File: src/rtl/pu_violation_log.sv
// ---------------------------------------------------------------------------
// pu_violation_log
//   Captures denied AXI accesses reported by the ProtectionUnit into a
//   first-word-fall-through FIFO. Software reads the head entry through the
//   log_* outputs and discards it with log_pop. The event stream is never
//   back-pressured: events that arrive while the FIFO is full are dropped and
//   counted in a saturating counter. A sticky interrupt flags pending entries
//   or drops.
//
//   Optional feature macro: PU_LOG_TIMESTAMP_EN
//     defined   - a free-running 32-bit cycle counter is stored with each
//                 entry and shown on log_ts for the head entry.
//     undefined - no counter, no timestamp storage; log_ts is tied to 0.
//
// Ports
//   aclk, areset          clock (rising edge), asynchronous active-high reset
//   log_en                1 = capture events, 0 = ignore them entirely
//   viol_valid/ready      single-cycle event strobe; ready is constant 1
//   viol_addr/id/write/rule  fields of the denied access
//   log_valid             FIFO non-empty; log_* show the head entry
//   log_addr/id/write/rule/ts  head entry fields (0 when empty)
//   log_pop               pulse: discard the head entry (ignored when empty)
//   log_count             current occupancy
//   drop_cnt              saturating count of dropped events
//   irq, irq_clear        sticky interrupt and its clear pulse
// ---------------------------------------------------------------------------
module pu_violation_log #(
    parameter int ADDR_W     = 32,
    parameter int ID_W       = 4,
    parameter int RULE_W     = 4,
    parameter int DEPTH      = 16,
    parameter int IRQ_THRESH = 1
) (
    input  logic                     aclk,
    input  logic                     areset,
    input  logic                     log_en,
    input  logic                     viol_valid,
    output logic                     viol_ready,
    input  logic [ADDR_W-1:0]        viol_addr,
    input  logic [ID_W-1:0]          viol_id,
    input  logic                     viol_write,
    input  logic [RULE_W-1:0]        viol_rule,
    output logic                     log_valid,
    output logic [ADDR_W-1:0]        log_addr,
    output logic [ID_W-1:0]          log_id,
    output logic                     log_write,
    output logic [RULE_W-1:0]        log_rule,
    output logic [31:0]              log_ts,
    input  logic                     log_pop,
    output logic [$clog2(DEPTH):0]   log_count,
    output logic [15:0]              drop_cnt,
    output logic                     irq,
    input  logic                     irq_clear
);

    localparam int AW = $clog2(DEPTH);
    localparam logic [AW:0] THRESH = (AW+1)'(IRQ_THRESH);

    typedef struct packed {
        logic [ADDR_W-1:0] addr;
        logic [ID_W-1:0]   id;
        logic              write;
        logic [RULE_W-1:0] rule;
    } entry_t;

    entry_t      mem [DEPTH];
    entry_t      head;
    logic [AW:0] wr_ptr;
    logic [AW:0] rd_ptr;
    logic [AW:0] count;
    logic        empty;
    logic        full;
    logic        event_in;
    logic        pop_ok;
    logic        push_ok;
    logic        drop;
    logic        irq_set;

    assign viol_ready = 1'b1;

    // Pointers carry one extra wrap bit so full and empty are distinguishable.
    assign count = wr_ptr - rd_ptr;
    assign empty = (wr_ptr == rd_ptr);
    assign full  = (wr_ptr[AW] != rd_ptr[AW]) && (wr_ptr[AW-1:0] == rd_ptr[AW-1:0]);

    assign event_in = viol_valid & log_en;
    assign pop_ok   = log_pop & ~empty;
    // A pop in the same cycle frees a slot, so a full FIFO still accepts the push.
    assign push_ok  = event_in & (~full | pop_ok);
    assign drop     = event_in & full & ~pop_ok;
    assign irq_set  = (count >= THRESH) | drop;

    always_ff @(posedge aclk or posedge areset) begin
        // NOTE: sequential state uses non-blocking assignments so every
        // register samples pre-edge values regardless of statement order.
        if (areset) begin
            wr_ptr <= '0;
            rd_ptr <= '0;
        end else begin
            if (push_ok) wr_ptr <= wr_ptr + 1'b1;
            if (pop_ok)  rd_ptr <= rd_ptr + 1'b1;
        end
    end

    // NOTE: the storage array has no reset; flushing the pointers empties the
    // FIFO, and the output gating below hides stale contents.
    always_ff @(posedge aclk) begin
        if (push_ok) mem[wr_ptr[AW-1:0]] <= '{addr: viol_addr, id: viol_id,
                                               write: viol_write, rule: viol_rule};
    end

    always_ff @(posedge aclk or posedge areset) begin
        if (areset) begin
            irq      <= 1'b0;
            drop_cnt <= '0;
        end else begin
            // A set condition wins over a simultaneous clear.
            if (irq_set)        irq <= 1'b1;
            else if (irq_clear) irq <= 1'b0;

            // Clear first, then count a drop that happens in the same cycle.
            if (irq_clear)                        drop_cnt <= {15'd0, drop};
            else if (drop && drop_cnt != 16'hFFFF) drop_cnt <= drop_cnt + 16'd1;
        end
    end

    assign head      = mem[rd_ptr[AW-1:0]];
    assign log_valid = ~empty;
    assign log_count = count;
    assign log_addr  = empty ? '0 : head.addr;
    assign log_id    = empty ? '0 : head.id;
    assign log_write = empty ? 1'b0 : head.write;
    assign log_rule  = empty ? '0 : head.rule;

`ifdef PU_LOG_TIMESTAMP_EN
    logic [31:0] ts_cnt;
    logic [31:0] ts_mem [DEPTH];

    always_ff @(posedge aclk or posedge areset) begin
        if (areset) ts_cnt <= '0;
        else        ts_cnt <= ts_cnt + 32'd1;
    end

    always_ff @(posedge aclk) begin
        if (push_ok) ts_mem[wr_ptr[AW-1:0]] <= ts_cnt;
    end

    assign log_ts = empty ? '0 : ts_mem[rd_ptr[AW-1:0]];
`else
    assign log_ts = 32'h0;
`endif

endmodule

File: config.mk
export PLATFORM = sky130hd
export DESIGN_NAME = pu_violation_log
export DESIGN_NICKNAME = d
export VERILOG_FILES = /design/src/rtl/pu_violation_log.sv
export SDC_FILE = /design/constraint.sdc
export NUM_CORES = 1
export LEC_CHECK = 0
export ABC_AREA = 1
export ABC_CLOCK_PERIOD_IN_PS = 14100
export CAP_MARGIN = 20
export CORE_ASPECT_RATIO = 0.7
export CORE_MARGIN = 3
export CORE_UTILIZATION = 39
export CTS_CLUSTER_DIAMETER = 50
export DETAILED_ROUTE_END_ITERATION = 10
export SLEW_MARGIN = 15
export SYNTH_ARGS = -nofsm -noshare
export SYNTH_HDL_FRONTEND = slang
export SYNTH_SLANG_ARGS = --single-unit
File: constraint.sdc
create_clock -name aclk -period 14.1 [get_ports aclk]
set_input_delay 2.82 -clock aclk [delete_from_list [all_inputs] [get_ports aclk]]
set_output_delay 2.82 -clock aclk [all_outputs]
set_load 0.03 [all_outputs]
; ---- Word level (Yosys, flattened, before mapping)
; Memories as Yosys holds them, arrays and structs flattened.
; Cells that the tools add are included.
[classes]
n_addsub = 4
order_cmp = 1
eq_ne = 4
muxes = 10
n_bitwise = 10
n_reduce_logical = 4
[ops]
columns = operator, n
row1 = 16-bit two-way mux, 2
row2 = 32-bit two-way mux, 1
row3 = "16-bit by 1-bit adder with 16-bit output, second input constant", 1
row4 = "16-bit inequality test, second input constant", 1
row5 = "5-bit by 1-bit adder with 5-bit output, second input constant", 2
row6 = 4-bit two-way mux, 2
row7 = 1-bit bitwise AND, 5
row8 = 5-bit equality test, 1
row9 = "5-bit by 1-bit >= comparator with 1-bit output, second input constant", 1
row10 = 1-bit two-way mux, 5
row11 = 5-bit subtractor, 1
row12 = 4-bit equality test, 1
row13 = 2-bit nonzero test, 2
row14 = 1-bit NOT, 3
row15 = 1-bit logical AND, 2
row16 = 1-bit bitwise OR, 2
row17 = 1-bit inequality test, 1
[word_totals]
regBits = 27
ram_bits = 656
in_bits = 47
output_inout_bits = 97
word_cells = 38
memories = 1
[mem_list]
columns = name, words, word_bits, read_ports, rd_ports_with_merged_regs, write_ports, line
row1 = mem, 16, 41, 1, 0, 1, 66  ; entry_t mem [DEPTH];

; ---- Depth between registers and ports, before layout
; Gate-level depths: netlist of run 1.
[depth]
depth_word = 8
depth_mapped = 13
mapped_depth_nobuf = 10

; ---- Least setup slack after synthesis of run 1
; No wires, ideal clock.
[synth_path]
path_type = input-to-reg
startpoint = input port log_pop
endpoint = memory mem[0][0] (netlist bit) (enable)
setup_ps = 490
t_arrival_ps = 6037
required_time_ps = 13610
setup_slack_ps = 7573
cell_stages = 5
path_buffers = 1
cell_sequence = inv_1 -> nand3_1 -> nand2_1 -> buf_2 -> nor3_1
[synth_via]
elab_chain_cells = 5
[synth_rtl]
columns = item, line
row1 = "start, declared", 49  ; input logic log_pop,
row2 = 1-bit bitwise AND, 87  ; assign pop_ok = log_pop & ~empty;
row3 = 1-bit bitwise OR, 89  ; assign push_ok = event_in & (~full | pop_ok);
row4 = 1-bit bitwise AND, 89
row5 = 1-bit two-way mux, 108  ; if (push_ok) mem[wr_ptr[AW-1:0]] <= '{addr: viol_addr, id: viol_id,
row6 = 1-bit two-way mux (not written as such), 108
row7 = "end, declared", 66
; No other way between the ends.

; ---- Worst setup path after layout of run 1
[layout_path]
startpoint = register rd_ptr[1]
endpoint = output port log_id[2]
[layout_via]
elab_chain_cells = 2
word_cells_on_any_way = 3
cone_classes = eq/ne: 1 / mux: 1 / memory: 1
[layout_rtl]
columns = item, line
row1 = "start, declared", 69  ; logic [AW:0] rd_ptr;
row2 = "start signal, assigned", 101  ; if (pop_ok) rd_ptr <= rd_ptr + 1'b1;
row3 = memory read 16 x 41 bit or 5-bit equality test (tied branches), n/a
row4 = 4-bit two-way mux (*), 131  ; assign log_id = empty ? '0 : head.id;
row5 = "end, declared", 45  ; output logic [ID_W-1:0] log_id,
; Every way passes the cells marked *; elsewhere a longest branch is shown, timed or not.

==> results by group, run 1 <==
Setup path
  – Top delay family on crit path: buffers and inverters
  – Required @ worst endpoint: 11.28 ns
  – Slowest cell on crit path: buf_4
  – Critical path class: reg2out
  – Worst path cell trace: buf_4, buf_4, nand3_1, nand2_1, nand2_1, nand2_1, inv_1, a21oi_1, clkdlybuf4s50_1
  – R2r setup slk: slightly below 10 ns
  – CP arrival: roughly 4.8 ns
  – Worst Path Buf+Inv: 4
  – CP max stage delay: approximately 0.96 ns
  – Most used cell, CP: nand2_1
  – CP startpoint kind: flip-flop
  – Worst-path fanout max: 85
  – CP endpoint kind: primary output

Global route
  – First-pass GRT wire length: approximately 110 mm
  – Number of global-route vias before repair: 18900
  – Antenna violations before repair: 1
  – Gr usage total: 18.1%
  – Gr ovfl total: 0
  – Largest net degree at the start of global routing: 170
  – M3 GR Usage: around 2.9%
  – Top Usage Layer GRT: met2
  – Met1 Use GR: 26.0%
  – Met2 usage: between 20% and 30%

Route
  – Avg WL per Cell: ~18 microns
  – DR vias: ~20000
  – DRC violations left: 0
  – Post-DR vias/cell: roughly 4.7
  – ANT nets after route: 0
  – 1st-pass router iterations: 5
  – Drt initial violations: 1895
  – Routed wire length: between 70 and 80 mm

STA
  – Final Critical Period: around 7.6 ns
  – Fmax: about 130 MHz
  – Hold WS: between 0.4 and 0.5 ns
  – Final period util: 54.1%
  – Slew headroom: between 20% and 30%
  – Slew Viols, Final: 0
  – Slew @ Worst Pin: 1.12 ns
  – Setup TNS: 0 ns
  – RSZ-0062 raised after global routing: false
  – Final hold vios: 0
  – Setup ws final: around 6.5 ns
  – Final setup vio count: 0
  – Clock Skew: about 0.017 ns

Yosys
  – Yosys top cell area share: 65.2%
  – Warnings from Yosys: 0
  – Syn Area/Cell: roughly 10 sq um
  – Synth top area cells: edfxtp_1 65%, nand2_1 13%, inv_1 6.1%
  – Area leader, netlist: edfxtp_1
  – Mapped Cells: around 3000
  – Ys async rst share: a little under 4%
  – Distinct cells, synth: 30
  – Sequential area share after synthesis: 67.5%
  – Synthesized flop and latch total: between 600 and 700
  – Netlist Area Pre-Place: about 30000 sq um
  – Main synth FF type: edfxtp_1
  – Post-synth EDFFs: between 600 and 700

Clocking
  – TritonCTS clock tree: built
  – Worst-skew pair later-pin latency: roughly 0.61 ns
  – Root Buffer: clkbuf_16
  – Cts hold-fix bufs: 0
  – Max clock buf depth: 3
  – CTS Buf Count: 72
  – H-tree depth: 3
  – Sink Count: ~680
  – CTS clk-pin slew, worst paths: around 0.060 ns
  – Post-CTS Setup Bufs: 0
  – Post-CTS sizing: 0

Job
  – Max Cap Violations: 0

Final layout
  – Reg area: ~20000 sq um
  – Multi-input logic area: a little over 7000 sq um
  – Most common library cell in the layout ignoring fill and taps: nand2_1
  – Layout cell share with drive strength beyond 1: around 5.6%
  – Syn-to-layout area delta: 14.4%
  – Filler Cell Count: roughly 7100
  – Layout net count: 3134
  – Commonest non-fill, non-tap cells in the layout: 1017 x nand2_1, 656 x edfxtp_1, 486 x inv_1

Outcome
  – Status: finished, final reports clean

Floorplanning
  – Initial Util: between 30% and 40%
  – Die W: approximately 340 microns
  – Die Y: between 200 and 250 microns
  – Io pins: 144
  – Core Footprint: about 76000 sq um
  – Row count: 84
  – Die ar.: roughly 81000 sq um

Pwr
  – Max VDD drop: approximately 0.00017 V
  – Leak: around 15 nW
  – P per Cell Area: between 200 and 250 nW/um^2

Hold path
  – Type of the most critical hold path: reg2reg

Place
  – RePlAce Congestion: around 0.75
  – DP Wirelength: just under 40 mm
  – Pre-CTS WS: 7.03 ns
  – Port Buf Inserts: 110
==> synthesized netlist by cell type (2+ instances only) <==
library cell	instances
nor3_1	16
xor2_1	12
o21bai_1	3
a21oi_1	45
clkbuf_1	38
xnor2_1	2
nand2_1	1017
nand4_1	18
buf_6	9
edfxtp_1	656
inv_2	3
or2_2	3
buf_4	35
nor2_2	2
dfrtp_1	27
ha_1	10
nand3_1	361
nor2_1	105
conb_1	2
buf_2	79
o21ai_0	43
inv_1	488
buf_1	13
==> area by class of cell <==
| type | instances | area share (%) |
|---|---|---|
| clock buffers | 91 | 5.70 |
| well taps | 1032 | 3.74 |
| flip-flops and latches | 683 | 59.0 |
| multi-input cells | 1676 | 20.9 |
| repair buffers | 151 | 4.08 |
| inverters | 492 | 5.38 |
| diodes | 1 | 0.00725 |
| clock inverters | 39 | 1.14 |
==> registers in the layout (all words and copies together), names as in the netlist <==
name / cells
drop_cnt: 16
irq: 1
mem: 656
rd_ptr: 5
wr_ptr: 5
==> cell families after synthesis <==
family,synth area share [%]
flops,67.5
buf+inv,9.27
xor+xnor,0.406
fa+ha+maj,0.481
other cells,0.0249
simple gates,20.8
compound gates,1.57
==> final timing paths <==
path | startpoint | endpoint | cells past startpoint
min | rd_ptr[4]$_DFFE_PP0P_ | rd_ptr[4]$_DFFE_PP0P_ | 1
max | rd_ptr[1]$_DFFE_PP0P_ | log_id[2] | 9
min reg2reg | rd_ptr[4]$_DFFE_PP0P_ | rd_ptr[4]$_DFFE_PP0P_ | 1
min in group asynchronous | areset | drop_cnt[1]$_DFFE_PP0P_ | 3
max reg2reg | rd_ptr[1]$_DFFE_PP0P_ | mem[15][34]$_DFFE_PP_ | 8
max in group asynchronous | areset | rd_ptr[1]$_DFFE_PP0P_ | 3
==> per-stage QoR <==
stage / cell area, sq um / std cells / total power (W) / utilization (%)
2_1_floorplan: 30300 / 3025 / 0.00420 / -
4_1_cts: 34500 / 4164 / 0.00704 / 45.5
5_1_grt: 34500 / 4164 / 0.00737 / 45.5
6_report: 34500 / 4165 / 0.00696 / 45.5
3_5_place_dp: 32200 / 4034 / 0.00511 / 42.4
3_3_place_gp: 32200 / 4034 / 0.00510 / 42.4
==> layer usage <==
metal / share of wire [%] / vias to the layer above
li1: - / 9724
met1: 48 / 9419
met2: 45 / 483
met3: 5.5 / 106
met4: 1.9 / 0
met5: 0 / -
==> worst reg2reg max path, delay by kind of cell (launching register included) <==
| kind | cells | cell delay (ns) |
|---|---|---|
| flip-flops | 1 | 0.95 |
| adder cells (fa/ha/maj) | 1 | 0.41 |
| buffers and inverters | 2 | 1.09 |
| AND/OR/NAND/NOR | 5 | 1.51 |
==> power by group <==
| part | switching, W | internal [W] |
|---|---|---|
| clock | 0.000795 | 0.00112 |
| sequential | 0.0000879 | 0.00234 |
| combinational | 0.00180 | 0.000818 |
Power figures use the tool's default switching activity.
==> run 2, diff against run 1 <==
ABC_CLOCK_PERIOD_IN_PS = 6600   (was 14100)
clock period = 6.6 ns   (was 14.1 ns; I/O delays follow)
==> results by group, run 2 (same netlist as run 1, synthesis figures left out) <==
Clocking
  – Root Buffer: clkbuf_16
  – Worst-skew pair later-pin latency: 0.63 ns (+0.02 ns)
  – CTS clk-pin slew, worst paths: 0.06 ns (about the same)
  – Max clock buf depth: 3 (unchanged)
  – Cts hold-fix bufs: 0 (unchanged)
  – CTS Buf Count: 70 (-2.8%)
  – Post-CTS sizing: 0 (unchanged)
  – Post-CTS Setup Bufs: 0 (unchanged)
  – H-tree depth: 3 (unchanged)
  – Sink Count: 683 (unchanged)
  – TritonCTS clock tree: built

Setup path
  – CP arrival: 4.32 ns (-0.48 ns)
  – Reg2reg end: mem[14][32]$_DFFE_PP_
  – Reg-to-reg startpoint: rd_ptr[1]$_DFFE_PP0P_
  – Worst path cell trace: inv_6, ha_1, nand2_1, nor2_2, nand3_1, inv_2, buf_4, a21oi_1, clkdlybuf4s50_1
  – Critical path class: reg2out
  – Top delay family on crit path: buffers and inverters
  – R2r setup slk: 2.66 ns (-7.09 ns)
  – CP max stage delay: 1.00 ns (+0.04 ns)
  – Reg2Reg Depth: 8 (unchanged)
  – Worst-path fanout max: 63 (-26%)
  – Launch point of the worst path: rd_ptr[1]$_DFFE_PP0P_
  – Slowest cell on crit path: dfrtp_4
  – Worst Path Buf+Inv: 4 (unchanged)
  – Required @ worst endpoint: 5.28 ns (-6.00 ns)
  – CP Depth: 9 (unchanged)
  – CP endpoint kind: primary output
  – CP startpoint kind: flip-flop

Outcome
  – Status: finished, final reports clean

Global route
  – Gr ovfl total: 0 (unchanged)
  – First-pass GRT wire length: 113 mm (-0.46%)
  – Largest net degree at the start of global routing: 171 (+0.59%)
  – Number of global-route vias before repair: 18400 (-2.7%)
  – Gr usage total: 18.2% (+0.089 points)
  – Antenna violations before repair: 4 (+3)

Route
  – ANT nets after route: 0 (unchanged)
  – DRC violations left: 0 (unchanged)
  – Drt initial violations: 1990 (+5.0%)
  – 1st-pass router iterations: 6 (+1)
  – Avg WL per Cell: 17.7 microns (+0.63%)
  – DR vias: 19500 (-1.1%)
  – Routed wire length: 73.8 mm (+0.75%)
  – Post-DR vias/cell: 4.68 (-1.2%)

Final layout
  – Reg area: 20400 sq um (unchanged)
  – Layout cell share with drive strength beyond 1: 5.68% (+0.057 points)
  – Most common library cell in the layout ignoring fill and taps: nand2_1
  – Syn-to-layout area delta: 14.3% (about the same)
  – Filler Cell Count: 7042 (-0.84%)
  – Largest register FFs: 656 (unchanged)
  – Multi-input logic area: 7230 sq um (unchanged)
  – Commonest non-fill, non-tap cells in the layout: 1017 x nand2_1, 656 x edfxtp_1, 486 x inv_1
  – Layout net count: 3142 (+0.26%)
  – Layout Cells excl Fill: 4170 (+0.12%)

STA
  – Final period util: a little under nine tenths
  – Fmax: about 180 MHz
  – Final hold vios: 0 (unchanged)
  – Slew Viols, Final: 0 (unchanged)
  – Clock Skew: 0.0314 ns (+0.0146 ns)
  – RSZ-0062 raised after global routing: false
  – Setup TNS: 0 ns (unchanged)
  – Slew headroom: 31.3% (+6.1 points)
  – Final Critical Period: roughly 5.6 ns
  – Final setup vio count: 0 (unchanged)
  – Slew @ Worst Pin: 1.03 ns (-0.0941 ns)

Floorplanning
  – Initial Util: 39.8% (unchanged)
  – Io pins: 144 (unchanged)
  – Row count: 84 (unchanged)
  – Die Y: 239 microns (unchanged)
  – Core Footprint: 75900 sq um (unchanged)
  – Die W: 339 microns (unchanged)
  – Die ar.: 80800 sq um (unchanged)

Hold path
  – Hold path startpoint: wr_ptr[4]$_DFFE_PP0P_
  – Hold worst-path end: wr_ptr[4]$_DFFE_PP0P_
  – Type of the most critical hold path: reg2reg
  – Hold Crit Depth: 1 (unchanged)

Pwr
  – Max VDD drop: 0.000352 V (+110%)
  – P per Cell Area: 426 nW/um^2 (+110%)
  – Leak: 14.5 nW (about the same)

Job
  – Max Cap Violations: 0 (unchanged)

Place
  – Placed Instances: 4044 (+0.25%)
  – DP Wirelength: 40.1 mm (+3.6%)
  – Port Buf Inserts: 110 (unchanged)
  – RePlAce Congestion: 0.770 (+2.3%)
==> run 2: cell types whose count changed in the layout (fill, tap and decap cells not counted), sizes merged <==
cell / previous run / this run
clkinv: 25 / 32
bufinv: 7 / 5
clkinvlp: 2 / 3
inv: 497 / 495
buf: 41 / 51
diode: 1 / 2
clkbuf: 91 / 81
==> run 2: layer usage <==
metal  up-vias  GRT usage [%]  routed length [microns]
met5         -              0                       27
met4         4           3.87                     1250
met3        86           3.66                     4070
met2       442           28.4                    33400
met1      9243           26.4                    35000
li1       9745              -                        -
==> run 2: how the worst max path moves through the flow <==
| stage | slack, ns | endpoint |
|---|---|---|
| 3_5_place_dp | 1.50 | log_addr[23] |
| 2_1_floorplan | 1.53 | mem[0][0]$_DFFE_PP_ |
| 4_1_cts | 0.86 | log_addr[23] |
| 3_3_place_gp | 1.60 | log_id[3] |
| 6_report | 0.96 | log_rule[1] |
| 5_1_grt | 0.59 | log_addr[23] |
==> run 2: final cells by class <==
cell class	count	share of cell area [%]
Inverter	492	5.39
Antenna cell	2	0.0145
Multi-Input combinational cell	1676	20.9
Clock inverter	43	1.00
Tap cell	1032	3.74
Clock buffer	81	5.44
Sequential cell	683	59.1
Timing Repair Buffer	161	4.41
==> run 2: report_power, final <==
part	switching (W)	internal (W)	leakage, nW
registers	0.000203	0.00499	6.26
clock network	0.00165	0.00223	1.08
logic	0.00386	0.00177	7.17
total	0.00570	0.00900	14.5
==> run 2: stage by stage <==
stage          hold WS [ns]  setup slack [ns]  instance area (sq um)  util [%]  total power [W]
4_1_cts               0.504             0.861                  34500      45.5           0.0149
3_5_place_dp          0.485              1.50                  32300      42.5           0.0110
6_report              0.504             0.958                  34500      45.5           0.0147
5_1_grt               0.523             0.593                  34500      45.5           0.0156
2_1_floorplan         0.463              1.53                  30300         -          0.00898
3_3_place_gp          0.484              1.60                  32300      42.5           0.0110
==> run 3, diff against run 2 <==
CTS_CLUSTER_SIZE = 14   (was default)
==> results by group, run 3 (same netlist as run 1, synthesis figures left out) <==
Outcome
  – Status: finished, final reports clean

STA
  – Final hold vios: 0 (unchanged)
  – Final setup vio count: 0 (unchanged)
  – Slew Viols, Final: 0 (unchanged)
  – Hold WS: 0.503 ns (-0.00108 ns)
  – Fmax: 175 MHz (-1.3%)
  – Final period util: 86.6% (+1.1 points)
  – Final Critical Period: 5.71 ns (+0.0719 ns)
  – Setup TNS: 0 ns (unchanged)
  – Slew @ Worst Pin: 1.09 ns (+0.0602 ns)
  – Slew headroom: 27.5% (-3.8 points)
  – Clock Skew: 0.0171 ns (-0.0143 ns)
  – RSZ-0062 raised after global routing: false
  – Setup ws final: 0.886 ns (-0.0719 ns)

Place
  – RePlAce Congestion: 0.770 (unchanged)
  – Pre-CTS WS: 1.50 ns (unchanged)
  – DP Wirelength: 40.1 mm (unchanged)
  – Port Buf Inserts: 110 (unchanged)
  – Post-DP Area: 32300 sq um (unchanged)

Setup path
  – Top delay family on crit path: buffers and inverters
  – CP Depth: 9 (unchanged)
  – Worst Path Buf+Inv: 4 (unchanged)
  – Critical path class: reg2out
  – CP endpoint kind: primary output
  – CP arrival: 4.39 ns (+0.07 ns)
  – Reg2Reg Depth: 8 (unchanged)
  – Worst path cell trace: inv_6, ha_1, nand2_1, nor2_2, nand3_1, inv_2, buf_4, a21oi_1, clkdlybuf4s50_1
  – Required @ worst endpoint: 5.28 ns (about the same)
  – Worst-path fanout max: 63 (unchanged)
  – CP max stage delay: 1.01 ns (about the same)
  – Slowest cell on crit path: dfrtp_4
  – CP startpoint kind: flip-flop

Clocking
  – Sink Count: 683 (unchanged)
  – Worst-skew pair later-pin latency: 0.63 ns (about the same)
  – CTS clk-pin slew, worst paths: 0.07 ns (about the same)
  – CTS Buf Count: 58 (-17%)
  – TritonCTS clock tree: built
  – Cts hold-fix bufs: 0 (unchanged)
  – Max clock buf depth: 3 (unchanged)
  – Post-CTS sizing: 0 (unchanged)
  – Root Buffer: clkbuf_16
  – H-tree depth: 2 (-1)
  – Post-CTS Setup Bufs: 0 (unchanged)

Final layout
  – Layout net count: 3130 (-0.38%)
  – Multi-input logic area: 7230 sq um (unchanged)
  – Cell area after layout: 33900 sq um (-1.7%)
  – Commonest non-fill, non-tap cells in the layout: 1017 x nand2_1, 656 x edfxtp_1, 486 x inv_1
  – Layout cell share with drive strength beyond 1: 4.98% (-0.70 points)
  – Reg area: 20400 sq um (unchanged)
  – Largest register FFs: 656 (unchanged)
  – Filler Cell Count: 7105 (+0.89%)
  – Syn-to-layout area delta: 12.4%
  – Layout Utilization: 44.7% (-0.77 points)
  – Most common library cell in the layout ignoring fill and taps: nand2_1

Floorplanning
  – Die W: 339 microns (unchanged)
  – Initial Util: 39.8% (unchanged)
  – Row count: 84 (unchanged)
  – Core Footprint: 75900 sq um (unchanged)
  – Io pins: 144 (unchanged)
  – Die ar.: 80800 sq um (unchanged)
  – Die Y: 239 microns (unchanged)

Pwr
  – Max VDD drop: 0.000344 V (-2.2%)
  – Leak: 14.2 nW (-1.9%)
  – P per Cell Area: 412 nW/um^2 (-3.2%)

Route
  – Drt initial violations: 1843 (-7.4%)
  – DR vias: 19400 (-0.50%)
  – DRC violations left: 0 (unchanged)
  – Avg WL per Cell: 17.8 microns (+0.60%)
  – Post-DR vias/cell: 4.70 (+0.49%)
  – 1st-pass router iterations: 5 (-1)
  – ANT nets after route: 0 (unchanged)
  – Routed wire length: 73.5 mm (-0.39%)

Global route
  – Gr usage total: 18.1% (-0.11 points)
  – Gr ovfl total: 0 (unchanged)
  – Number of global-route vias before repair: 18200 (-1.0%)
  – Largest net degree at the start of global routing: 171 (unchanged)
  – Antenna violations before repair: 3 (-1)
  – First-pass GRT wire length: 113 mm (-0.35%)

Job
  – Max Cap Violations: 0 (unchanged)

Hold path
  – Type of the most critical hold path: reg2reg
  – Hold Crit Depth: 1 (unchanged)
==> run 3: cell count changes in the layout (fill, tap and decap cells not counted), sizes merged <==
cell | previous run | this run
clkinv | 32 | 6
diode | 2 | 3
bufinv | 5 | 1
inv | 495 | 496
clkbuf | 81 | 71
clkinvlp | 3 | 0
==> run 3: path summary, 6_finish.rpt <==
| path | start | end | slack, ns |
|---|---|---|---|
| worst min register to register | rd_ptr[4]$_DFFE_PP0P_ | rd_ptr[4]$_DFFE_PP0P_ | 0.50 |
| max in group asynchronous | areset | rd_ptr[0]$_DFFE_PP0P_ | 5.21 |
| worst max-delay path | rd_ptr[1]$_DFFE_PP0P_ | log_rule[1] | 0.89 |
| worst max register to register | rd_ptr[1]$_DFFE_PP0P_ | mem[14][17]$_DFFE_PP_ | 2.63 |
| min in group asynchronous | areset | drop_cnt[3]$_DFFE_PP0P_ | 1.07 |
| worst min-delay path | rd_ptr[4]$_DFFE_PP0P_ | rd_ptr[4]$_DFFE_PP0P_ | 0.50 |
==> run 3: report_power, final <==
group,switching (W),internal [W]
registers,0.000204,0.00499
logic,0.00385,0.00178
clock network,0.00151,0.00166
==> run 3: final cells by class <==
class	count	area share, %
diodes	3	0.0221
clock buffers	71	4.48
clock inverters	11	0.339
inverters	492	5.48
multi-input cells	1676	21.3
flip-flops and latches	683	60.1
well taps	1032	3.81
repair buffers	161	4.48
==> run 3: stage by stage <==
step                cells  power [W]
floorplan            3025    0.00898
global placement     4044     0.0110
detailed placement   4044     0.0110
CTS                  4126     0.0142
global route         4127     0.0149
finish               4129     0.0140
==> run 3: layer usage <==
metal | up-vias | global-route usage (%) | share of wire, %
li1 | 9686 | - | -
met1 | 9178 | 26.4 | 47
met2 | 463 | 28.4 | 45
met3 | 93 | 3.00 | 5.8
met4 | 2 | 4.34 | 2.0
met5 | - | 0 | 0.018
